--- src/rtl/data_memory_sync.sv ---
// MEM-stage data RAM: byte/halfword/word loads and stores, registered reads, range/alignment errors.
// Optional post-reset clear sequencer enabled by defining DMEM_CLEAR_EN.
module data_memory_sync #(
    parameter int unsigned DEPTH     = 16,
    parameter logic [31:0] BASE_ADDR = 32'h10001000
) (
    input  logic        clk,
    input  logic        reset,
    input  logic [31:0] address,
    input  logic [31:0] write_data,
    input  logic        mem_read,
    input  logic        mem_write,
    input  logic [1:0]  size,
    input  logic        load_signed,
    output logic [31:0] read_data,
    output logic        read_valid,
    output logic        addr_err,
    output logic        busy
);
    localparam int unsigned IDX_W = $clog2(DEPTH);
    localparam logic [31:0] SPAN  = 32'(4 * DEPTH);

`ifdef DMEM_CLEAR_EN
    logic [31:0] mem [DEPTH];
`else
    logic [31:0] mem [DEPTH] = '{default: '0};
`endif

    logic [31:0]      offset;
    logic [IDX_W-1:0] index;
    logic             in_range;
    logic             aligned;
    logic             ok;
    logic             accept;
    logic [31:0]      word;
    logic [7:0]       byte_sel;
    logic [15:0]      half_sel;
    logic [31:0]      load_val;
    logic [31:0]      lane_data;
    logic [31:0]      lane_mask;
    logic [31:0]      merged;

    assign offset   = address - BASE_ADDR;
    assign index    = offset[IDX_W+1:2];
    assign in_range = (address >= BASE_ADDR) && (offset < SPAN);
    assign ok       = in_range && aligned;
    assign accept   = (mem_read || mem_write) && !busy;
    assign word     = mem[index];

    always_comb begin
        aligned = 1'b0;
        case (size)
            2'b00:   aligned = 1'b1;
            2'b01:   aligned = !address[0];
            2'b10:   aligned = (address[1:0] == 2'b00);
            default: aligned = 1'b0;
        endcase
    end

    // Load path reads the pre-store word, which gives read-before-write for free.
    always_comb begin
        byte_sel = word[7:0];
        case (address[1:0])
            2'b00: byte_sel = word[7:0];
            2'b01: byte_sel = word[15:8];
            2'b10: byte_sel = word[23:16];
            2'b11: byte_sel = word[31:24];
            default: byte_sel = word[7:0];
        endcase
        half_sel = address[1] ? word[31:16] : word[15:0];
        case (size)
            2'b00:   load_val = load_signed ? {{24{byte_sel[7]}}, byte_sel} : {24'b0, byte_sel};
            2'b01:   load_val = load_signed ? {{16{half_sel[15]}}, half_sel} : {16'b0, half_sel};
            default: load_val = word;
        endcase
    end

    always_comb begin
        case (size)
            2'b00: begin
                lane_data = {4{write_data[7:0]}};
                lane_mask = 32'h000000FF << {address[1:0], 3'b000};
            end
            2'b01: begin
                lane_data = {2{write_data[15:0]}};
                lane_mask = 32'h0000FFFF << {address[1], 4'b0000};
            end
            default: begin
                lane_data = write_data;
                lane_mask = '1;
            end
        endcase
        merged = (word & ~lane_mask) | (lane_data & lane_mask);
    end

`ifdef DMEM_CLEAR_EN
    typedef enum logic {CLEAR, READY} state_t;
    state_t           state, next_state;
    logic [IDX_W-1:0] cnt, cnt_next;

    always_ff @(posedge clk or posedge reset) begin
        if (reset) begin
            state <= CLEAR;
            cnt   <= '0;
        end else begin
            state <= next_state;
            cnt   <= cnt_next;
        end
    end

    always_comb begin
        next_state = state;
        cnt_next   = cnt;
        case (state)
            CLEAR: begin
                cnt_next = cnt + 1'b1;
                if (cnt == IDX_W'(DEPTH - 1))
                    next_state = READY;
            end
            READY: next_state = READY;
            default: next_state = CLEAR;
        endcase
    end

    assign busy = (state == CLEAR);

    always_ff @(posedge clk) begin
        if (busy)
            mem[cnt] <= '0;
        else if (accept && ok && mem_write)
            mem[index] <= merged;
    end
`else
    assign busy = 1'b0;

    always_ff @(posedge clk) begin
        if (accept && ok && mem_write)
            mem[index] <= merged;
    end
`endif

    always_ff @(posedge clk or posedge reset) begin
        if (reset) begin
            read_data  <= '0;
            read_valid <= 1'b0;
            addr_err   <= 1'b0;
        end else begin
            read_valid <= accept && mem_read;
            addr_err   <= accept && !ok;
            if (accept && mem_read)
                read_data <= ok ? load_val : '0;
        end
    end
endmodule
--- config.mk ---
export PLATFORM = sky130hd
export DESIGN_NAME = data_memory_sync
export DESIGN_NICKNAME = d
export VERILOG_FILES = /design/src/rtl/data_memory_sync.sv
export SDC_FILE = /design/constraint.sdc
export NUM_CORES = 1
export LEC_CHECK = 0
export CORE_ASPECT_RATIO = 1.25
export CORE_MARGIN = 2
export CORE_UTILIZATION = 40
export DETAILED_ROUTE_END_ITERATION = 8
export PLACE_DENSITY = 0.62
export SLEW_MARGIN = 15
export SYNTH_ARGS = -nofsm -noshare
export SYNTH_HDL_FRONTEND = slang
export SYNTH_SLANG_ARGS = --single-unit
--- constraint.sdc ---
create_clock -name clk -period 4.5 [get_ports clk]
set_input_delay 0.9 -clock clk [delete_from_list [all_inputs] [get_ports clk]]
set_output_delay 0.9 -clock clk [all_outputs]
set_load 0.01 [all_outputs]
# Yosys cells after proc, flatten, opt, wreduce, memory -nomap -nowiden
# Memory sizes are Yosys's and may differ from the RTL's.
# Cells that the tools add are included.
# op_classes
add_sub_neg	1
magnitude_cmp	2
eq_ne	5
shifts	2
muxes	11
bitwise_logic	4
reduce_logical	11
# ops
cell	n
one-hot mux 32 bit (2 select lines)	3
two-way mux 32 bit	3
bitwise AND 32 bit	2
>= comparator 32 x 29 -> 1 bit, second input constant	1
less-than comparator 32 x 7 -> 1 bit, second input constant	1
inverter 32 bit	1
bitwise OR 32 bit	1
one-hot mux 8 bit (4 select lines)	1
left shift 16 x 5 -> 32 bit, first input constant	1
left shift 8 x 5 -> 32 bit, first input constant	1
subtractor 32 x 29 -> 32 bit, second input constant	1
two-way mux 16 bit	1
equality test 2 bit, second input constant	3
logical AND 1 bit	6
equality test 2 x 1 -> 1 bit, second input constant	2
zero test 2 bit	2
one-hot mux 1 bit (3 select lines)	1
zero test 1 bit	2
two-way mux 1 bit	2
logical OR 1 bit	1
# word_totals
regBits	34
ram_bits	512
in_bits	71
wordCells	40
mem_count	1
# mem_list
memory	words	width	rd	rd_clocked_by_memory_dff	wr	line	rtl
mem	16	32	1	0	1	26	logic [31:0] mem [DEPTH] = '{default: '0};

# Logic depth before layout (Yosys ltp)
# Gate-level depths: netlist of the first run.
# logic_depth
word_depth	8
mapped_depth	11
mapped_depth_nobuf	7

# Worst setup path after synthesis of the first run
# Ideal clock, no wire load.
# synth_timing
kind	input-to-reg
startpoint	input address[13]
endpoint	memory mem[0][0], enable pin
t_arrival_ns	4.579
required_ns	4.039
path_slack_ns	-0.540
cell_stages	6
path_buffers	0
path_cell_list	nor4_1 nand4_1 a2111oi_2 nand2_1 or3_1 nor3_1
# synth_between
elab_chain_len	8
# synth_rtl
item	line	rtl
start, declared	9	input logic [31:0] address,
subtractor 32 x 29 -> 32 bit	43	assign offset = address - BASE_ADDR;
less-than comparator 32 x 7 -> 1 bit	45	assign in_range = (address >= BASE_ADDR) && (offset < SPAN);
logical AND 1 bit (*)	45	
logical AND 1 bit (*)	46	assign ok = in_range && aligned;
logical AND 1 bit (*) (2 in series)	137	if (accept && ok && mem_write)
two-way mux 1 bit (*)	137	
two-way mux 1 bit (implied by the code) (*)	138	mem[index] <= merged;
end, declared	26	
# Every way passes the cells marked *; elsewhere a longest branch is shown, timed or not.

# Worst setup path in the final report of the first run
# layout_timing
startpoint	input address[22]
endpoint	memory mem[0][16], enable pin
# The elaborated chain is that of the path after synthesis.

==> metrics, run 1 <==
P_int=0.00863 W; wire length after detailed routing=approximately 60000 um; antenna violations before repair=0; Post-CTS Hold Fix Bufs=0; Synth Cell Area=22400 um2; I/O pin count=around 110; max-slew violations=0; largest net degree at the start of global routing=54; count of yosys warnings during synthesis=0; worst setup slack after placement=-0.0714 ns; number of port buffers=104; y dimension of the die=269 um; parity-gate share of the synthesized area counting xor and xnor cells=0%; proportion of synthesized flip-flops having asynchronous set or reset=6.23%; number of global-route vias before repair=12677; mean cell area of the mapped netlist=18.5 um2; most used cells in the layout excluding fill and tap cells=sky130_fd_sc_hd__edfxtp_1, sky130_fd_sc_hd__clkdlybuf4s50_1, sky130_fd_sc_hd__mux4_2; total congestion overflow after global routing=0; largest voltage drop on the vdd net=~270 uV; area of the die=58000 um2; required time of the critical path=4.81 ns; switching part of the total=22.2%; final critical-path required period=3.80 ns; cell chosen for the clock root=sky130_fd_sc_hd__clkbuf_16; vias after detailed routing=12536; Chip Width=216 um; Min-Delay Endpoint=read_data[21]; synthesized-area fraction occupied by and/or/nand/nor cells=4.22%; terminus of the critical flop-to-flop path=read_data[3]; Register-to-Register Path Depth=7; Startpoint Class=input port; main flop type after synthesis=sky130_fd_sc_hd__edfxtp_1; routability cong.=~0.86; number of instances resized during post-cts repair=0; Seq/Total Area, Yosys=72.3%; number of instances in the synthesized netlist=between 1000 and 1500; Compound-Gate Fraction of Synth Area=6.42%; number of clock buffers inserted by TritonCTS=52; # Max-Cap Violations=0; dominant combinational cell family by area after synthesis=multiplexers; HPWL Detailed=41600 um; number of post-CTS setup repair buffers=0; Cell Pwr Density=approximately 400 nW/um2; WHS=0.535 ns; portion of netlist area occupied by mux cells=between 10% and 20%; Floorplan Core Area=55700 um2; Hold Path Stages=2; Worst Hold Launch=read_data[21]; run status=finished, final reports clean; Max Fclk=263 MHz; number of standard-cell rows in the floorplan=97; clock tree from TritonCTS=built; sequence of cells on the critical path=clkdlybuf4s50_1 -> nor4_1 -> nand4_1 -> a2111oi_2 -> buf_4 -> nand2_1 -> or3_1 -> nor3_4 -> buf_4; post-synth cell types=60; router iterations before antenna repair=6; number of synthesized flops with an enable pin=512; Area after DPL=between 20000 and 30000 um2; utilization of the core after routing=about 50%; clock transition at the registers of the reported paths=0.06 ns; number of register bits inferred by synthesis=roughly 550; number of antenna repair diodes=0; FF-to-FF Start=mem[0][27]; leading cell type in the layout, fill and taps excluded=sky130_fd_sc_hd__edfxtp_1; setup slack of the most critical reg-to-reg path=just under 2 ns; combinational power share=7.8%; Clk network pwr share=41.2%; CP max-delay cell=sky130_fd_sc_hd__nor4_1; minimum setup slack in the final design=roughly 0.7 ns; number of remaining DRC errors=0; area added between synthesis and finish=20.9%; DRC marker count from the first detailed-route iteration=1182; Max FO, Critical Path=8; final net count=around 1500; H-tree depth=2; Vias/cell=5.70; final cycle utilization of the critical path=between 80% and 90%; adder-cell share of the synthesized area=0%; delay of the slowest cell on the worst path=between 0.7 and 0.8 ns; routed wirelength normalized by instance count=27.5 um; CTS Buffer Depth=3; latest clock arrival within the worst-skew pair=0.62 ns; final non-filler cell area=27100 um2; post-route antenna net violation count=0; kind of end point of the critical path=flip-flop; library cell appearing most often on the critical path=sky130_fd_sc_hd__buf_4; switching power=0.00246 W; part of the power in registers=just over 50%; initial standard-cell utilization of the core=40.3%; CP Class=input port to flip-flop; Hold Vio Cnt, Final=0; RSZ-0062 raised after global routing=false; Syn Nets=1284; leakage power figure=9.04 nW; CTS sink count=546; type of the most critical hold path=flip-flop to flip-flop; final setup violating endpoints=0; pin slew with the least headroom to its limit=around 1 ns; worst relative slew slack=between 30% and 40%; global-route wire length before repair=87500 um; data arrival time of the critical path=around 4.1 ns; fraction of layout cells with a size suffix above 1=22.9%; worst clock skew=0.0249 ns; All-Layer GR Usage=21.0%
[cells by family after synthesis]
kind of cell           after synthesis
muxes                              182
and+or+nand+nor                    201
other                                1
DFF                                546
buffers and inverters               84
AOI/OAI and AO/OA                  199
[layer usage]
| metal | share of wire [%] | global-route usage (%) | vias up |
|---|---|---|---|
| met3 | 6.5 | 3.51 | 107 |
| met4 | 3.4 | 8.05 | 0 |
| met5 | 0 | 0 | - |
| li1 | - | - | 5382 |
| met2 | 50 | 35.8 | 501 |
| met1 | 40 | 27.1 | 6546 |
[cell usage after synthesis (2+ instances only)]
| master | count | area share [%] |
|---|---|---|
| sky130_fd_sc_hd__edfxtp_1 | 512 | 69 |
| sky130_fd_sc_hd__mux4_2 | 89 | 8.9 |
| sky130_fd_sc_hd__nand2_1 | 80 | 1.3 |
| sky130_fd_sc_hd__mux2i_1 | 61 | 2.7 |
| sky130_fd_sc_hd__a22oi_1 | 59 | 2.0 |
| sky130_fd_sc_hd__o21ai_0 | 44 | 0.98 |
| sky130_fd_sc_hd__nor2_1 | 42 | 0.70 |
| sky130_fd_sc_hd__dfrtp_1 | 34 | 3.8 |
| sky130_fd_sc_hd__clkbuf_1 | 30 | 0.50 |
| sky130_fd_sc_hd__nand2b_1 | 27 | 0.75 |
| sky130_fd_sc_hd__mux4_1 | 24 | 2.8 |
| sky130_fd_sc_hd__a21oi_1 | 21 | 0.47 |
| sky130_fd_sc_hd__a2bb2oi_1 | 17 | 0.66 |
| sky130_fd_sc_hd__buf_2 | 17 | 0.38 |
| sky130_fd_sc_hd__buf_4 | 14 | 0.47 |
| sky130_fd_sc_hd__nor2b_1 | 13 | 0.36 |
| sky130_fd_sc_hd__inv_1 | 10 | 0.17 |
| sky130_fd_sc_hd__nor3_1 | 9 | 0.20 |
| sky130_fd_sc_hd__a221oi_1 | 8 | 0.31 |
| sky130_fd_sc_hd__mux2_2 | 8 | 0.40 |
| sky130_fd_sc_hd__a211oi_1 | 7 | 0.23 |
| sky130_fd_sc_hd__a21boi_0 | 7 | 0.23 |
| sky130_fd_sc_hd__a32oi_1 | 7 | 0.27 |
| sky130_fd_sc_hd__nand3_1 | 7 | 0.16 |
| sky130_fd_sc_hd__a31oi_1 | 6 | 0.17 |
| sky130_fd_sc_hd__buf_6 | 5 | 0.25 |
| sky130_fd_sc_hd__a22o_1 | 4 | 0.16 |
| sky130_fd_sc_hd__buf_1 | 4 | 0.067 |
| sky130_fd_sc_hd__nand4_1 | 4 | 0.11 |
| sky130_fd_sc_hd__nor4_1 | 4 | 0.11 |
| sky130_fd_sc_hd__a221oi_2 | 3 | 0.20 |
| sky130_fd_sc_hd__buf_12 | 3 | 0.27 |
| sky130_fd_sc_hd__a2111oi_0 | 2 | 0.078 |
| sky130_fd_sc_hd__and2_1 | 2 | 0.056 |
| sky130_fd_sc_hd__nand4b_1 | 2 | 0.078 |
| sky130_fd_sc_hd__o21a_1 | 2 | 0.067 |
| sky130_fd_sc_hd__or2_2 | 2 | 0.056 |
[power by group through the flow]
| stage | Combinational [W] | Clock (W) | Sequential [W] |
|---|---|---|---|
| 6_report | 0.000868 | 0.00457 | 0.00565 |
| 5_1_grt | 0.000924 | 0.00484 | 0.00565 |
| 4_1_cts | 0.000868 | 0.00464 | 0.00565 |
| 3_5_place_dp | 0.000867 | 0 | 0.00576 |
| 3_3_place_gp | 0.000854 | 0 | 0.00576 |
| 2_1_floorplan | 0.000459 | 0 | 0.00576 |
[worst max path at each step]
stage                      startpoint    endpoint  slack [ns]  cells after the start
after floorplan           address[13]  mem[12][0]        0.33                      6
after global placement    address[22]   mem[0][0]       -0.06                      9
after detailed placement  address[22]   mem[0][4]       -0.07                      9
after CTS                 address[22]  mem[0][16]        0.56                      9
after global routing      address[22]  mem[0][16]        0.49                      9
final                     address[22]  mem[0][16]        0.70                      9
[state kept, by name, summed over array words and instances (netlist names)]
register / flops
addr_err: 1
read_data: 32
read_valid: 1
mem: 512
[area by class of cell]
cell class              count  area, um2
fillers                  4524      28600
flip-flops and latches    546      16200
multi-input cells         583       5870
repair buffers            220       2260
clock buffers              66       1430
well taps                 742        928
clock inverters            31        378
inverters                  10       37.5
[per-stage QoR]
| step | cells | setup TNS, ns | total power [W] |
|---|---|---|---|
| after floorplan | 1213 | 0 | 0.00622 |
| after global placement | 2101 | -2.06 | 0.00661 |
| after detailed placement | 2101 | -2.89 | 0.00663 |
| after CTS | 2198 | 0 | 0.0112 |
| after global routing | 2198 | 0 | 0.0114 |
| final | 2198 | 0 | 0.0111 |
[critical path: cells and delay by family]
family	cells	cell delay, ns
and+or+nand+nor	5	1.90
AOI/OAI and AO/OA	1	0.40
buffers and inverters	3	0.91
Power figures use the tool's default switching activity.
==> inputs of run 2 (changes only) <==
==> constraint.sdc (replaced) <==
create_clock -name clk -period 3.75 [get_ports clk]
set_input_delay 0.75 -clock clk [delete_from_list [all_inputs] [get_ports clk]]
set_output_delay 0.75 -clock clk [all_outputs]
set_load 0.01 [all_outputs]
==> run 2 against run 1 <==
  * Global-route usage shrank 0.88 points
  * Via count shrank 0.82%
  * Total power grew 15%
  * Setup slack lost 0.21 ns
  * Sequential share of layout area grew 0.30 points
  * Critical path depth shrank 1
  * Non-clock buffer count grew 7
  * Cell count is the same
  * Flip-flop and latch count is the same
  * Register-to-register slack lost 0.84 ns
  * Hold slack lost 0.00062 ns
  * Clock power grew 7.2%
  * Largest power group unchanged
==> metrics, run 2 (synthesis gave the netlist of run 1 again) <==
max-slew violations=0; required time of the critical path=4.02 ns; post-route antenna net violation count=0; All-Layer GR Usage=between 20% and 30%; Chip Width=between 200 and 250 um; area added between synthesis and finish=20.3%; Hold Vio Cnt, Final=0; number of antenna repair diodes=0; Post-CTS Hold Fix Bufs=0; largest registers ranked by flip-flop count=mem (512), read_data (32); latest clock arrival within the worst-skew pair=0.58 ns; fill cell total of the finished layout=4561; antenna violations before repair=2; initial standard-cell utilization of the core=40.3%; largest voltage drop on the vdd net=approximately 320 uV; utilization of the core after routing=48.5%; wire length after detailed routing=58000 um; CTS Buffer Depth=3; CP Class=input port to flip-flop; WHS=0.535 ns; Cell Pwr Density=approximately 470 nW/um2; final net count=approximately 1500; Post-Route Setup TNS=0 ns; clock tree from TritonCTS=built; vias after detailed routing=12433; Largest register FFs=between 500 and 600; fraction of layout cells with a size suffix above 1=22.6%; Floorplan Core Area=55700 um2; final setup violating endpoints=0; kind of end point of the critical path=flip-flop; Vias/cell=5.66; data arrival time of the critical path=3.53 ns; area of the die=around 58000 um2; DRC marker count from the first detailed-route iteration=1186; Max Fclk=307 MHz; pin slew with the least headroom to its limit=1.13 ns; number of global-route vias before repair=12878; HPWL Detailed=slightly below 40000 um; worst clock skew=0.0142 ns; router iterations before antenna repair=5; leakage power figure=~9 nW; CTS sink count=about 550; type of the most critical hold path=flip-flop to flip-flop; number of port buffers=104; # Max-Cap Violations=0; routed wirelength normalized by instance count=26.4 um; cell chosen for the clock root=sky130_fd_sc_hd__clkbuf_16; number of instances resized during post-cts repair=0; H-tree depth=2; I/O pin count=106; final cycle utilization of the critical path=86.9%; clock transition at the registers of the reported paths=0.06 ns; number of standard-cell rows in the floorplan=97; worst relative slew slack=between 20% and 30%; final critical-path required period=3.26 ns; Startpoint Class=input port; number of post-CTS setup repair buffers=0; run status=finished, final reports clean; number of remaining DRC errors=0; RSZ-0062 raised after global routing=false; number of clock buffers inserted by TritonCTS=a little under 50; leading cell type in the layout, fill and taps excluded=sky130_fd_sc_hd__edfxtp_1; y dimension of the die=269 um; largest net degree at the start of global routing=38; most used cells in the layout excluding fill and tap cells=sky130_fd_sc_hd__edfxtp_1, sky130_fd_sc_hd__clkdlybuf4s50_1, sky130_fd_sc_hd__buf_4; Max FO, Critical Path=17; total power consumption of the routed design=0.0127 W; register with the most flip-flops=mem; global-route wire length before repair=85700 um; routability cong.=0.840; total congestion overflow after global routing=0
==> run 2: through the flow <==
step / cell area [um2] / std cells / worst slack [ns]
5_1_grt: 27000 / 2198 / 0.267
6_report: 27000 / 2198 / 0.492
2_1_floorplan: 22500 / 1213 / -0.269
3_3_place_gp: 25400 / 2108 / -0.125
3_5_place_dp: 25400 / 2108 / -0.0936
4_1_cts: 27000 / 2198 / 0.513
==> run 2: report_power, final <==
| group | leakage, nW | internal [W] | switching [W] |
|---|---|---|---|
| logic | 3.14 | 0.000395 | 0.000630 |
| clock network | 0.772 | 0.00275 | 0.00215 |
| registers | 5.07 | 0.00677 | 0.00000678 |
| total | 8.99 | 0.00992 | 0.00279 |
==> run 2: path summary, 6_finish.rpt <==
check	endpoint	cells after the start	from	slack, ns
hold reg to reg	read_data[28]	2	read_data[28]	0.53
hold / removal	read_data[28]	2	read_data[28]	0.53
setup / recovery	mem[0][18]	8	address[13]	0.49
min in group asynchronous	read_data[10]	2	reset	0.57
max in group asynchronous	read_data[17]	3	reset	2.41
setup reg to reg	read_data[3]	8	mem[0][27]	1.13
==> run 2: area by class of cell <==
cell class | count | area (um2) | area share, %
Sequential cell | 546 | 16200 | 60.1
Tap cell | 742 | 928 | 3.44
Multi-Input combinational cell | 583 | 5870 | 21.8
Clock inverter | 23 | 170 | 0.630
Timing Repair Buffer | 227 | 2360 | 8.74
Inverter | 10 | 37.5 | 0.139
Clock buffer | 67 | 1400 | 5.17
==> run 2: critical path, cell delays in order <==
cell                              delay (ns)
sky130_fd_sc_hd__clkdlybuf4s50_1        0.40
sky130_fd_sc_hd__nor4_1                 0.43
sky130_fd_sc_hd__nand4_1                0.20
sky130_fd_sc_hd__a2111oi_2              0.45
sky130_fd_sc_hd__nand2_1                0.23
sky130_fd_sc_hd__or3_1                  0.53
sky130_fd_sc_hd__nor3_4                 0.30
sky130_fd_sc_hd__buf_12                 0.22
==> run 2: metal layers <==
| metal | routed length, um | up-vias | track usage (%) |
|---|---|---|---|
| met5 | 23 | - | 0 |
| met4 | 1860 | 4 | 7.16 |
| met3 | 3240 | 88 | 2.82 |
| met2 | 29600 | 434 | 35.5 |
| met1 | 23200 | 6516 | 25.5 |
| li1 | - | 5391 | - |
==> inputs of run 3 (changes only) <==
--- a/config.mk
+++ b/config.mk
@@ -5,8 +5,8 @@
 export SDC_FILE = /design/constraint.sdc
 export NUM_CORES = 1
 export LEC_CHECK = 0
+export CAP_MARGIN = 10
 export CORE_ASPECT_RATIO = 1.25
-export CORE_MARGIN = 2
 export CORE_UTILIZATION = 40
 export DETAILED_ROUTE_END_ITERATION = 8
 export PLACE_DENSITY = 0.62
==> run 3 against run 2 <==
  * Clock skew rose by 0.0066 ns
  * Register-to-register slack got worse by 0.18 ns
  * Fmax fell by 0.37%
  * Global-route usage rose by 0.84 points
  * Die area fell by 1.7%
  * First-iteration DRC count fell by 5.9%
  * Largest power group unchanged
==> metrics, run 3 (synthesis gave the netlist of run 1 again) <==
HPWL Detailed=40000 um; utilization of the core after routing=~50%; cell chosen for the clock root=sky130_fd_sc_hd__clkbuf_16; largest voltage drop on the vdd net=365 uV; Register-to-Register Path Depth=9; pin slew with the least headroom to its limit=1.06 ns; number of clock buffers inserted by TritonCTS=53; leakage power figure=roughly 9 nW; Max FO, Critical Path=25; largest registers ranked by flip-flop count=mem (512), read_data (32); routability cong.=0.862; worst relative slew slack=28.7%; clock transition at the registers of the reported paths=about 0.06 ns; antenna violations before repair=1; leading cell type in the layout, fill and taps excluded=sky130_fd_sc_hd__edfxtp_1; Vias/cell=5.64; Worst Hold Launch=read_data[29]; max-slew violations=0; Startpoint Class=input port; number of port buffers=104; number of global-route vias before repair=about 13000; area added between synthesis and finish=20.6%; Hold Vio Cnt, Final=0; area of the die=57000 um2; Hold Path Stages=2; initial standard-cell utilization of the core=around two fifths; fraction of layout cells with a size suffix above 1=about a quarter; final critical-path required period=between 3 and 4 ns; routed wirelength normalized by instance count=26.7 um; Largest register FFs=512; run status=finished, final reports clean; worst clock skew=0.0208 ns; met3 capacity usage during global routing=2.77%; fill cell total of the finished layout=4506; total congestion overflow after global routing=0; setup slack of the most critical reg-to-reg path=between 0.9 and 1 ns; Critical Path Source=address[13]; DRC marker count from the first detailed-route iteration=1116; wire length after detailed routing=58700 um; router iterations before antenna repair=5; final cycle utilization of the critical path=87.2%; met2 Usage GRT=37.0%; FF-to-FF Start=mem[2][27]; kind of end point of the critical path=flip-flop; latest clock arrival within the worst-skew pair=0.60 ns; vias after detailed routing=12430; required time of the critical path=4.04 ns; I/O pin count=roughly 110; most used cells in the layout excluding fill and tap cells=sky130_fd_sc_hd__edfxtp_1, sky130_fd_sc_hd__buf_4, sky130_fd_sc_hd__clkdlybuf4s50_1; GRT met1 Usage=26.1%; post-route antenna net violation count=0; CTS sink count=546; Max Fclk=306 MHz; CP Class=input port to flip-flop; H-tree depth=2; Post-Route Setup TNS=0 ns; y dimension of the die=267 um; Cell Pwr Density=488 nW/um2; CTS Buffer Depth=3; gr busiest metal=met2; All-Layer GR Usage=21.0%; type of the most critical hold path=flip-flop to flip-flop; largest net degree at the start of global routing=45; data arrival time of the critical path=3.56 ns; Post-CTS Hold Fix Bufs=0; register with the most flip-flops=mem; number of antenna repair diodes=0; terminus of the critical flop-to-flop path=read_data[3]; number of standard-cell rows in the floorplan=96; Chip Width=214 um; final setup violating endpoints=0; # Max-Cap Violations=0; global-route wire length before repair=85000 um; clock tree from TritonCTS=built; number of instances resized during post-cts repair=0; Floorplan Core Area=55100 um2; Min-Delay Endpoint=read_data[29]; number of post-CTS setup repair buffers=0; final net count=1497; RSZ-0062 raised after global routing=false; number of remaining DRC errors=0
[run 3: cell types whose count changed in the layout (fill, tap and decap cells not counted)]
cell | before | now
sky130_fd_sc_hd__inv_1 | 9 | 10
sky130_fd_sc_hd__buf_12 | 33 | 22
sky130_fd_sc_hd__bufinv_16 | 2 | 7
sky130_fd_sc_hd__clkbuf_8 | 6 | 2
sky130_fd_sc_hd__clkbuf_16 | 51 | 53
sky130_fd_sc_hd__clkinv_2 | 8 | 10
sky130_fd_sc_hd__clkinvlp_4 | 1 | 2
sky130_fd_sc_hd__inv_6 | 2 | 5
sky130_fd_sc_hd__buf_4 | 90 | 106
sky130_fd_sc_hd__clkinv_1 | 10 | 7
[run 3: layer usage]
layer,share of wire (%),up-vias,wire length [um]
met3,5.1,114,3020
met4,3.6,0,2140
met1,39,6467,23000
met5,0,-,0
li1,-,5406,-
met2,52,443,30600
[run 3: cell type report]
cell class,instances,area [um2],area share (%)
sequential,546,16200,60.0
tap,735,920,3.40
timing repair buffer,232,2260,8.35
inverter,10,37.5,0.139
multi-input combinational,583,5870,21.7
clock inverter,32,357,1.32
clock buffer,65,1390,5.14
[run 3: worst max path at each step]
stage,endpoint,slack [ns],depth (start not counted)
finish,mem[0][1],0.48,9
global route,mem[0][1],0.30,9
CTS,mem[0][11],0.44,9
detailed placement,mem[0][1],-0.17,9
global placement,mem[0][1],-0.08,9
floorplan,mem[12][0],-0.27,6
[run 3: metrics by stage]
stage | setup slack [ns] | cell area [um2] | total power [W] | std cells | hold slack [ns]
after floorplan | -0.269 | 22500 | 0.00747 | 1213 | 0.562
after global routing | 0.298 | 27100 | 0.0136 | 2203 | 0.553
final | 0.480 | 27100 | 0.0132 | 2203 | 0.539
after detailed placement | -0.167 | 25300 | 0.00797 | 2106 | 0.533
after global placement | -0.0797 | 25300 | 0.00795 | 2106 | 0.528
after CTS | 0.440 | 27100 | 0.0133 | 2203 | 0.543
[run 3: power by group]
part           total [W]  switching (W)  internal, W
sequential       0.00678     0.00000528      0.00677
combinational    0.00105       0.000652     0.000403
clock            0.00539        0.00226      0.00313
total             0.0132        0.00291       0.0103
[run 3: worst max-delay path: stages]
cell and delay [ns]:
sky130_fd_sc_hd__clkdlybuf4s50_1 0.40, sky130_fd_sc_hd__nor4_1 0.45, sky130_fd_sc_hd__nand4_1 0.22, sky130_fd_sc_hd__a2111oi_2 0.41, sky130_fd_sc_hd__buf_4 0.20, sky130_fd_sc_hd__nand2_1 0.09
sky130_fd_sc_hd__or3_1 0.51, sky130_fd_sc_hd__nor3_4 0.29, sky130_fd_sc_hd__buf_12 0.23
